**src/rtl/vec_strided_lsu.sv**
```systemverilog
// Strided vector load/store engine: walks vl elements from base_addr by a signed byte stride, one word access each.
// Latency: 3 cycles per element with a 1-cycle responder (ISSUE, ISSUE, COMMIT), plus one DONE cycle.
// Backpressure: holds mem_valid and the request fields stable until mem_ready; a COMMIT gap separates requests.
//
// Ports:
//   clk, reset                      clock and synchronous active-high reset
//   start, is_store, base_addr,     operation request (sampled only in IDLE) and its parameters,
//   stride, sew, vl                 all latched on start
//   busy, done, err                 status; err is qualified by done
//   mem_valid/mem_ready/mem_addr/   word-wide memory initiator port; mem_ready is a one-cycle
//   mem_wdata/mem_wstrb/mem_rdata   response strobe carrying mem_rdata
//   vrf_we/vrf_idx/vrf_wdata/       vector register file port; vrf_rdata is combinational
//   vrf_rdata                       from vrf_idx

module vec_strided_lsu #(
    parameter  int VLMAX = 32,
    localparam int IDXW  = $clog2(VLMAX),
    localparam int VLW   = $clog2(VLMAX + 1)
) (
    input  logic            clk,
    input  logic            reset,
    input  logic            start,
    input  logic            is_store,
    input  logic [31:0]     base_addr,
    input  logic [31:0]     stride,
    input  logic [1:0]      sew,
    input  logic [VLW-1:0]  vl,
    output logic            busy,
    output logic            done,
    output logic            err,
    output logic            mem_valid,
    input  logic            mem_ready,
    output logic [31:0]     mem_addr,
    output logic [31:0]     mem_wdata,
    output logic [3:0]      mem_wstrb,
    input  logic [31:0]     mem_rdata,
    output logic            vrf_we,
    output logic [IDXW-1:0] vrf_idx,
    output logic [31:0]     vrf_wdata,
    input  logic [31:0]     vrf_rdata
);

    typedef enum logic [1:0] {
        S_IDLE   = 2'd0,
        S_ISSUE  = 2'd1,
        S_COMMIT = 2'd2,
        S_DONE   = 2'd3
    } state_t;

    state_t state, state_nxt;

    logic [31:0]    cur_addr;
    logic [31:0]    stride_q;
    logic [1:0]     sew_q;
    logic [VLW-1:0] vl_q;
    logic [VLW-1:0] k;
    logic           is_store_q;
    logic           err_q;
    logic [31:0]    rdata_q;

    // Element-size alignment check on the low address bits; sew8 is never misaligned.
    function automatic logic misaligned(input logic [1:0] s, input logic [1:0] a);
        return ((s == 2'd1) && a[0]) || ((s == 2'd2) && (a != 2'b00));
    endfunction

    logic [31:0] next_addr;
    logic        last_elem;
    logic        start_bad;
    logic        next_bad;

    assign next_addr = cur_addr + stride_q;
    assign last_elem = (k + VLW'(1)) == vl_q;
    assign start_bad = (sew == 2'd3) || misaligned(sew, base_addr[1:0]);
    assign next_bad  = misaligned(sew_q, next_addr[1:0]);

    // State register
    always_ff @(posedge clk) begin
        if (reset) begin
            state <= S_IDLE;
        end else begin
            state <= state_nxt;
        end
    end

    // Next-state logic
    always_comb begin
        state_nxt = state;
        case (state)
            S_IDLE: begin
                if (start) begin
                    if (vl == '0)       state_nxt = S_DONE;
                    else if (start_bad) state_nxt = S_DONE;
                    else                state_nxt = S_ISSUE;
                end
            end
            S_ISSUE: begin
                if (mem_ready) state_nxt = S_COMMIT;
            end
            S_COMMIT: begin
                // Completion takes priority: a bad address past the last element is irrelevant.
                if (last_elem)     state_nxt = S_DONE;
                else if (next_bad) state_nxt = S_DONE;
                else               state_nxt = S_ISSUE;
            end
            S_DONE: begin
                state_nxt = S_IDLE;
            end
            default: state_nxt = S_IDLE;
        endcase
    end

    // State-decoded outputs
    always_comb begin
        busy      = 1'b0;
        done      = 1'b0;
        err       = 1'b0;
        mem_valid = 1'b0;
        vrf_we    = 1'b0;
        case (state)
            S_IDLE: ;
            S_ISSUE: begin
                busy      = 1'b1;
                mem_valid = 1'b1;
            end
            S_COMMIT: begin
                busy   = 1'b1;
                vrf_we = !is_store_q;
            end
            S_DONE: begin
                busy = 1'b1;
                done = 1'b1;
                err  = err_q;
            end
            default: ;
        endcase
    end

    // Operation context and element walker
    always_ff @(posedge clk) begin
        if (reset) begin
            cur_addr   <= '0;
            stride_q   <= '0;
            sew_q      <= '0;
            vl_q       <= '0;
            k          <= '0;
            is_store_q <= 1'b0;
            err_q      <= 1'b0;
            rdata_q    <= '0;
        end else begin
            case (state)
                S_IDLE: begin
                    if (start) begin
                        cur_addr   <= base_addr;
                        stride_q   <= stride;
                        sew_q      <= sew;
                        vl_q       <= vl;
                        k          <= '0;
                        is_store_q <= is_store;
                        // An empty vector completes cleanly even with bad sew/alignment.
                        err_q      <= (vl != '0) && start_bad;
                    end
                end
                S_ISSUE: begin
                    if (mem_ready) rdata_q <= mem_rdata;
                end
                S_COMMIT: begin
                    k        <= k + VLW'(1);
                    cur_addr <= next_addr;
                    if (!last_elem && next_bad) err_q <= 1'b1;
                end
                default: ;
            endcase
        end
    end

    assign mem_addr = {cur_addr[31:2], 2'b00};
    assign vrf_idx  = k[IDXW-1:0];

    // Store lane steering; driven only while a store request is outstanding so the
    // port idles at zero (including straight out of reset).
    always_comb begin
        mem_wdata = '0;
        mem_wstrb = '0;
        if ((state == S_ISSUE) && is_store_q) begin
            case (sew_q)
                2'd0: begin
                    mem_wdata = {4{vrf_rdata[7:0]}};
                    mem_wstrb = 4'b0001 << cur_addr[1:0];
                end
                2'd1: begin
                    mem_wdata = {2{vrf_rdata[15:0]}};
                    mem_wstrb = 4'b0011 << cur_addr[1:0];
                end
                default: begin
                    mem_wdata = vrf_rdata;
                    mem_wstrb = 4'b1111;
                end
            endcase
        end
    end

    // Load lane extraction from the captured response word, zero-extended.
    always_comb begin
        vrf_wdata = '0;
        case (sew_q)
            2'd0:    vrf_wdata = {24'b0, rdata_q[{cur_addr[1:0], 3'b000} +: 8]};
            2'd1:    vrf_wdata = {16'b0, rdata_q[{cur_addr[1], 4'b0000} +: 16]};
            default: vrf_wdata = rdata_q;
        endcase
    end

endmodule

```
**config.mk**
```make
export PLATFORM = sky130hd
export DESIGN_NAME = vec_strided_lsu
export DESIGN_NICKNAME = d
export VERILOG_FILES = /design/src/rtl/vec_strided_lsu.sv
export SDC_FILE = /design/constraint.sdc
export NUM_CORES = 1
export LEC_CHECK = 0
export CAP_MARGIN = 25
export CORE_ASPECT_RATIO = 0.5
export CORE_MARGIN = 2
export CORE_UTILIZATION = 43
export DETAILED_ROUTE_END_ITERATION = 10
export PLACE_DENSITY = 0.85
export SYNTH_ARGS = -nofsm -noshare
export SYNTH_HDL_FRONTEND = slang
export SYNTH_SLANG_ARGS = --single-unit
```
**constraint.sdc**
```tcl
create_clock -name clk -period 2.3 [get_ports clk]
set_input_delay 0.46 -clock clk [delete_from_list [all_inputs] [get_ports clk]]
set_output_delay 0.46 -clock clk [all_outputs]
set_load 0.1 [all_outputs]
```
## Yosys cells after proc, flatten, opt, wreduce, memory -nomap -nowiden

Cells that the tools add are included.

- Flip-flop bits (word level): 114
- Input port bits: 141

- $add $sub $neg: 2
- Equality and inequality tests: 12
- Shift operators: 4
- Multiplexer cells: 24
- Reduce and logical (&&, ||, !) cells: 25

Operators by type and width:

| operator | number |
|---|---|
| $pmux 32 s2 | 3 |
| $mux 32 | 2 |
| $add 32x32->32 | 1 |
| $shiftx 32x6->16 | 1 |
| $shiftx 32x6->8 | 1 |
| $mux 2 | 6 |
| $pmux 6 s2 | 1 |
| $eq 2x2->1 const B | 5 |
| $pmux 2 s4 | 1 |
| $pmux 4 s2 | 1 |
| $reduce_and 2->1 | 4 |
| $logic_and 1x1->1 | 7 |
| $mux 1 | 7 |
| $add 6x1->6 const B | 1 |
| $eq 2x1->1 const B | 3 |
| $eq 6x6->1 | 1 |
| $logic_not 6->1 | 1 |
| $mux 6 | 1 |
| $ne 2x2->1 const B | 3 |
| $reduce_bool 2->1 | 3 |
| $reduce_bool 6->1 | 1 |
| $logic_not 2->1 | 2 |
| $mux 4 | 1 |
| $shl 1x2->4 const A | 1 |
| 6 further kinds | 9 |

## Depth between registers and ports, before layout

- Word-level depth: 8
- Mapped depth: 9
- Gate-level depth less buffers: 9

## Least setup slack after synthesis

Ideal clock, no wire load.

- Path type: reg-to-output
- From: reg sew_q[1]
- To: out vrf_wdata[5]
- Data arrival time: 3.261 ns
- Required time: 1.840 ns
- Setup slack: -1.421 ns
- Stages on the path, launching flop included: 6
- Path buffers: 2
- Path through: dfxtp_1 -> clkbuf_1 -> or2_2 -> clkbuf_1 -> nor2_1 -> a211oi_1

- Word-level cells in the longest chain between the ends: 2

RTL lines:

| element | RTL line | RTL |
|---|---|---|
| from (decl) | 54 | `logic [1:0] sew_q;` |
| from (signal assigned) | 155 | `sew_q <= sew;` |
| $eq 2x1->1 / $logic_not 2->1 (equally long branches) | 205 | `case (sew_q)` |
| $pmux 32 s2 (*) | 205 |  |
| to (decl) | 39 | `output logic [31:0] vrf_wdata,` |

Mark *: on every way between the ends. The rest lies on a longest branch, timed or not.

## Worst setup path after layout

- From: reg cur_addr[1]
- To: out vrf_wdata[2]

- Word-level cells in the longest chain between the ends: 2

RTL lines:

| element | RTL line | RTL |
|---|---|---|
| from (decl) | 52 | `logic [31:0] cur_addr;` |
| from (signal assigned) | 153 | `cur_addr <= base_addr;` |
| from (signal assigned) | 168 | `cur_addr <= next_addr;` |
| $shiftx 32x6->16 / $shiftx 32x6->8 (equally long branches) | 207, 206 |  |
| $pmux 32 s2 (*) | 205 |  |

Marked as above.

==> results_dict.tcl <==
set metrics [dict create \
    crit_path_start "cur_addr[1]" \
    avgSynthCellArea_um2 7.23 \
    clockRootBuffer "clkbuf_16" \
    hold_slack_ns 0.404 \
    violations "setup timing" \
    rsz0062_at_grt "true" \
    finalHoldViolations 0 \
    drt_iter0_drc 640 \
    max_stage_delay_ns 0.36 \
    setup_viol 18 \
    reg2reg_from "cur_addr[1]" \
    max_clock_freq_mhz 410 \
    num_antenna_cells 0 \
    drc 0 \
    start_kind "flip-flop" \
    path_common_cell "buf_12" \
    post-route-period-util_pct 106 \
    end_kind "output pin" \
    vias 9023 \
    min-delay-start "reset" \
    avgViaCountPerCell 5.63 \
    path_cells "buf_12, nor2b_4, buf_6, a21o_1, a222oi_1, nand2_2, buf_12" \
    finalPower_w 0.00799 \
    drt_pass1_iterations 6 \
    cts.sinks 114 \
    dp_hpwl_um 21100 \
    insertion_delay_ns 0.42 \
    htreeDepth 4 \
    synth_edf_count 0 \
    clk_path_buf_depth 2 \
    post-route-min-period_ns 2.44 \
    ff_latch_area_um2 2300 \
    wl_per_cell_um 18.1 \
    max-slew-margin-rel_pct 64.0 \
    netlist_instances 1089 \
    start_util_pct 44.6 \
    power_leakage_nw 5.22 \
    tightest_slew_ns 0.540 \
    p_per_area_nw_per_um2 630 \
    async_flop_share_pct 0 \
    ant_nets 0 \
    fin_skew_ns 0.0106 \
    syn_to_final_growth_pct 61.1 \
    slowest_stage "dfxtp_4" \
    die-area_um2 19500 \
    fp.dieH_um 99.7 \
    gp_congestion 0.915 \
    wl_um 29000 \
    worst_slack_ns -0.141 \
    cts_tree "yes" \
    synth_ff_type "dfxtp_1" \
    cp_num_buf_inv 3 \
    cp_data_required_time_ns 1.84 \
    die_w_um 195 \
    synth_sequential_area_ratio_pct 29.0 \
    antenna_found_initial 0 \
    final_layout_size_suffix_gt1_share_pct 26.7 \
    path_delay_family "compound AO/OA/AOI/OAI gates" \
    multi_input_area_um2 5450 \
    cp_max_fo 7 \
    cts_buffers 17 \
    final_util_pct 71.9 \
    slew_viol_final 0 \
    ys_ff_latch 114 \
    arrival_ns 1.98 \
    synth_area_um2 7870 \
    io_buffers 248 \
    place_ws_ns -0.149 \
    grt_pass1_vias 8770 \
    n_fill_cell 1323 \
    path_clk_slew_ns 0.06 \
    grt_usage_pct 29.1 \
    critPathKind "reg -> out" \
    core_um2 17700 \
    synth_warnings 0 \
    max_cap_violations 0 \
    pin_count 251 \
    min_path_type "in -> reg" \
    final_nets 1529 \
    grt_first_pass_wirelength_um 45400 \
    reg2reg_slack_ns -0.10 \
    grt_overflow 0 \
    ir_drop_mv 0.594 \
    synth.distinct_cells 66 \
    fp-row-count 34 \
    grt_max_degree 51 \
    status "finished with violations" \
]
[cells in the mapped netlist (all sizes together) (6+ instances only)]
cell    number  area share [%]
a211oi      11             1.2
nand4        9            0.72
xor2        14             1.6
and3        17             1.4
a21oi      149             9.5
inv         10            0.48
a222oi       6            0.76
dfxtp      114              29
nand2      250              12
nand3       13            0.83
xnor2       14             1.6
and2        22             1.7
nor3        11            0.70
a21o        30             2.9
o22ai        9            0.72
buf         54             4.6
nor2        78             3.7
mux2i       23             2.9
nor2b       21             1.7
ha          32             5.1
a311oi      13             1.4
a22o         8            0.89
o211ai      18             1.7
clkbuf      60             2.9
nand2b       8            0.64
o21ai       29             1.8
[logic make-up after synthesis]
| logic type | share of synthesized area [%] |
|---|---|
| and+or+nand+nor | 25.1 |
| other | 0.0476 |
| buffers and inverters | 7.98 |
| AOI/OAI and AO/OA | 25.6 |
| muxes | 3.50 |
| xor gates and xnor gates | 3.40 |
| DFF | 29.0 |
| adders and majority gates | 5.34 |
[where the power goes]
part           leakage, nW  switching, W  internal [W]
Combinational         4.01       0.00196       0.00119
Clock                0.267       0.00105       0.00149
Sequential           0.936      0.000154       0.00214
[cells in the final DEF, fill, tap and decap left out, drive strengths merged, types with 4 or more instances in the layout]
cell type | Yosys | layout
a211oi | 11 | 11
a21boi | 4 | 4
a21o | 30 | 30
a21oi | 149 | 149
a222oi | 6 | 6
a22o | 8 | 8
a311oi | 13 | 13
a31oi | 4 | 4
and2 | 22 | 22
and3 | 17 | 17
buf | 54 | 221
clkbuf | 60 | 18
clkdlybuf4s50 | 0 | 139
clkinv | 0 | 8
dfxtp | 114 | 114
ha | 32 | 32
inv | 10 | 12
mux2i | 23 | 23
nand2 | 250 | 250
nand2b | 8 | 8
nand3 | 13 | 13
nand4 | 9 | 9
nor2 | 78 | 78
nor2b | 21 | 21
nor3 | 11 | 11
nor4 | 4 | 4
o211ai | 18 | 18
o21a | 5 | 5
o21ai | 29 | 29
o21bai | 4 | 4
o22ai | 9 | 9
or2 | 4 | 4
or3 | 5 | 5
xnor2 | 14 | 14
xor2 | 14 | 14
[through the flow]
step	cells	instance area, um2	TNS (ns)
2_1_floorplan	1090	8070	-3.38
3_3_place_gp	1549	11600	-0.192
3_5_place_dp	1549	11600	-0.801
4_1_cts	1593	12400	-1.48
5_1_grt	1602	12700	-3.16
6_report	1602	12700	-1.18
[per-layer routing]
layer	GRT usage, %	up-vias	part of all wire [%]
met1	37.1	4265	44
met2	49.7	362	47
li1	-	4313	-
met4	12.0	0	3.6
met5	0	-	0
met3	4.61	83	4.9
[state kept, by name (all words and copies together), names as in the netlist]
name,cells
cur_addr,32
k,6
err_q,1
sew_q,2
vl_q,6
stride_q,32
state,2
is_store_q,1
rdata_q,32
[area by class of cell]
| type | count | share of cell area, % |
|---|---|---|
| clock buffer | 18 | 3.38 |
| multi-input combinational | 852 | 42.9 |
| sequential | 114 | 18.1 |
| tap | 234 | 2.31 |
| inverter | 10 | 0.296 |
| timing repair buffer | 360 | 31.9 |
| clock inverter | 14 | 1.05 |
[final timing paths]
| path | to | cells past startpoint |
|---|---|---|
| setup / recovery | vrf_wdata[2] | 7 |
| hold / removal | stride_q[22] | 2 |
| setup reg to reg | cur_addr[14] | 10 |
| hold reg to reg | stride_q[5] | 2 |
[what timing repair did]
action	4_1_cts	5_1_grt
endpoints found under the setup margin	56	47
pin swaps	21	36
cloned	3	0
resized for setup	49	46
hold buffers	0	0
setup buffers	9	12
(Power assumes the default switching activity.)
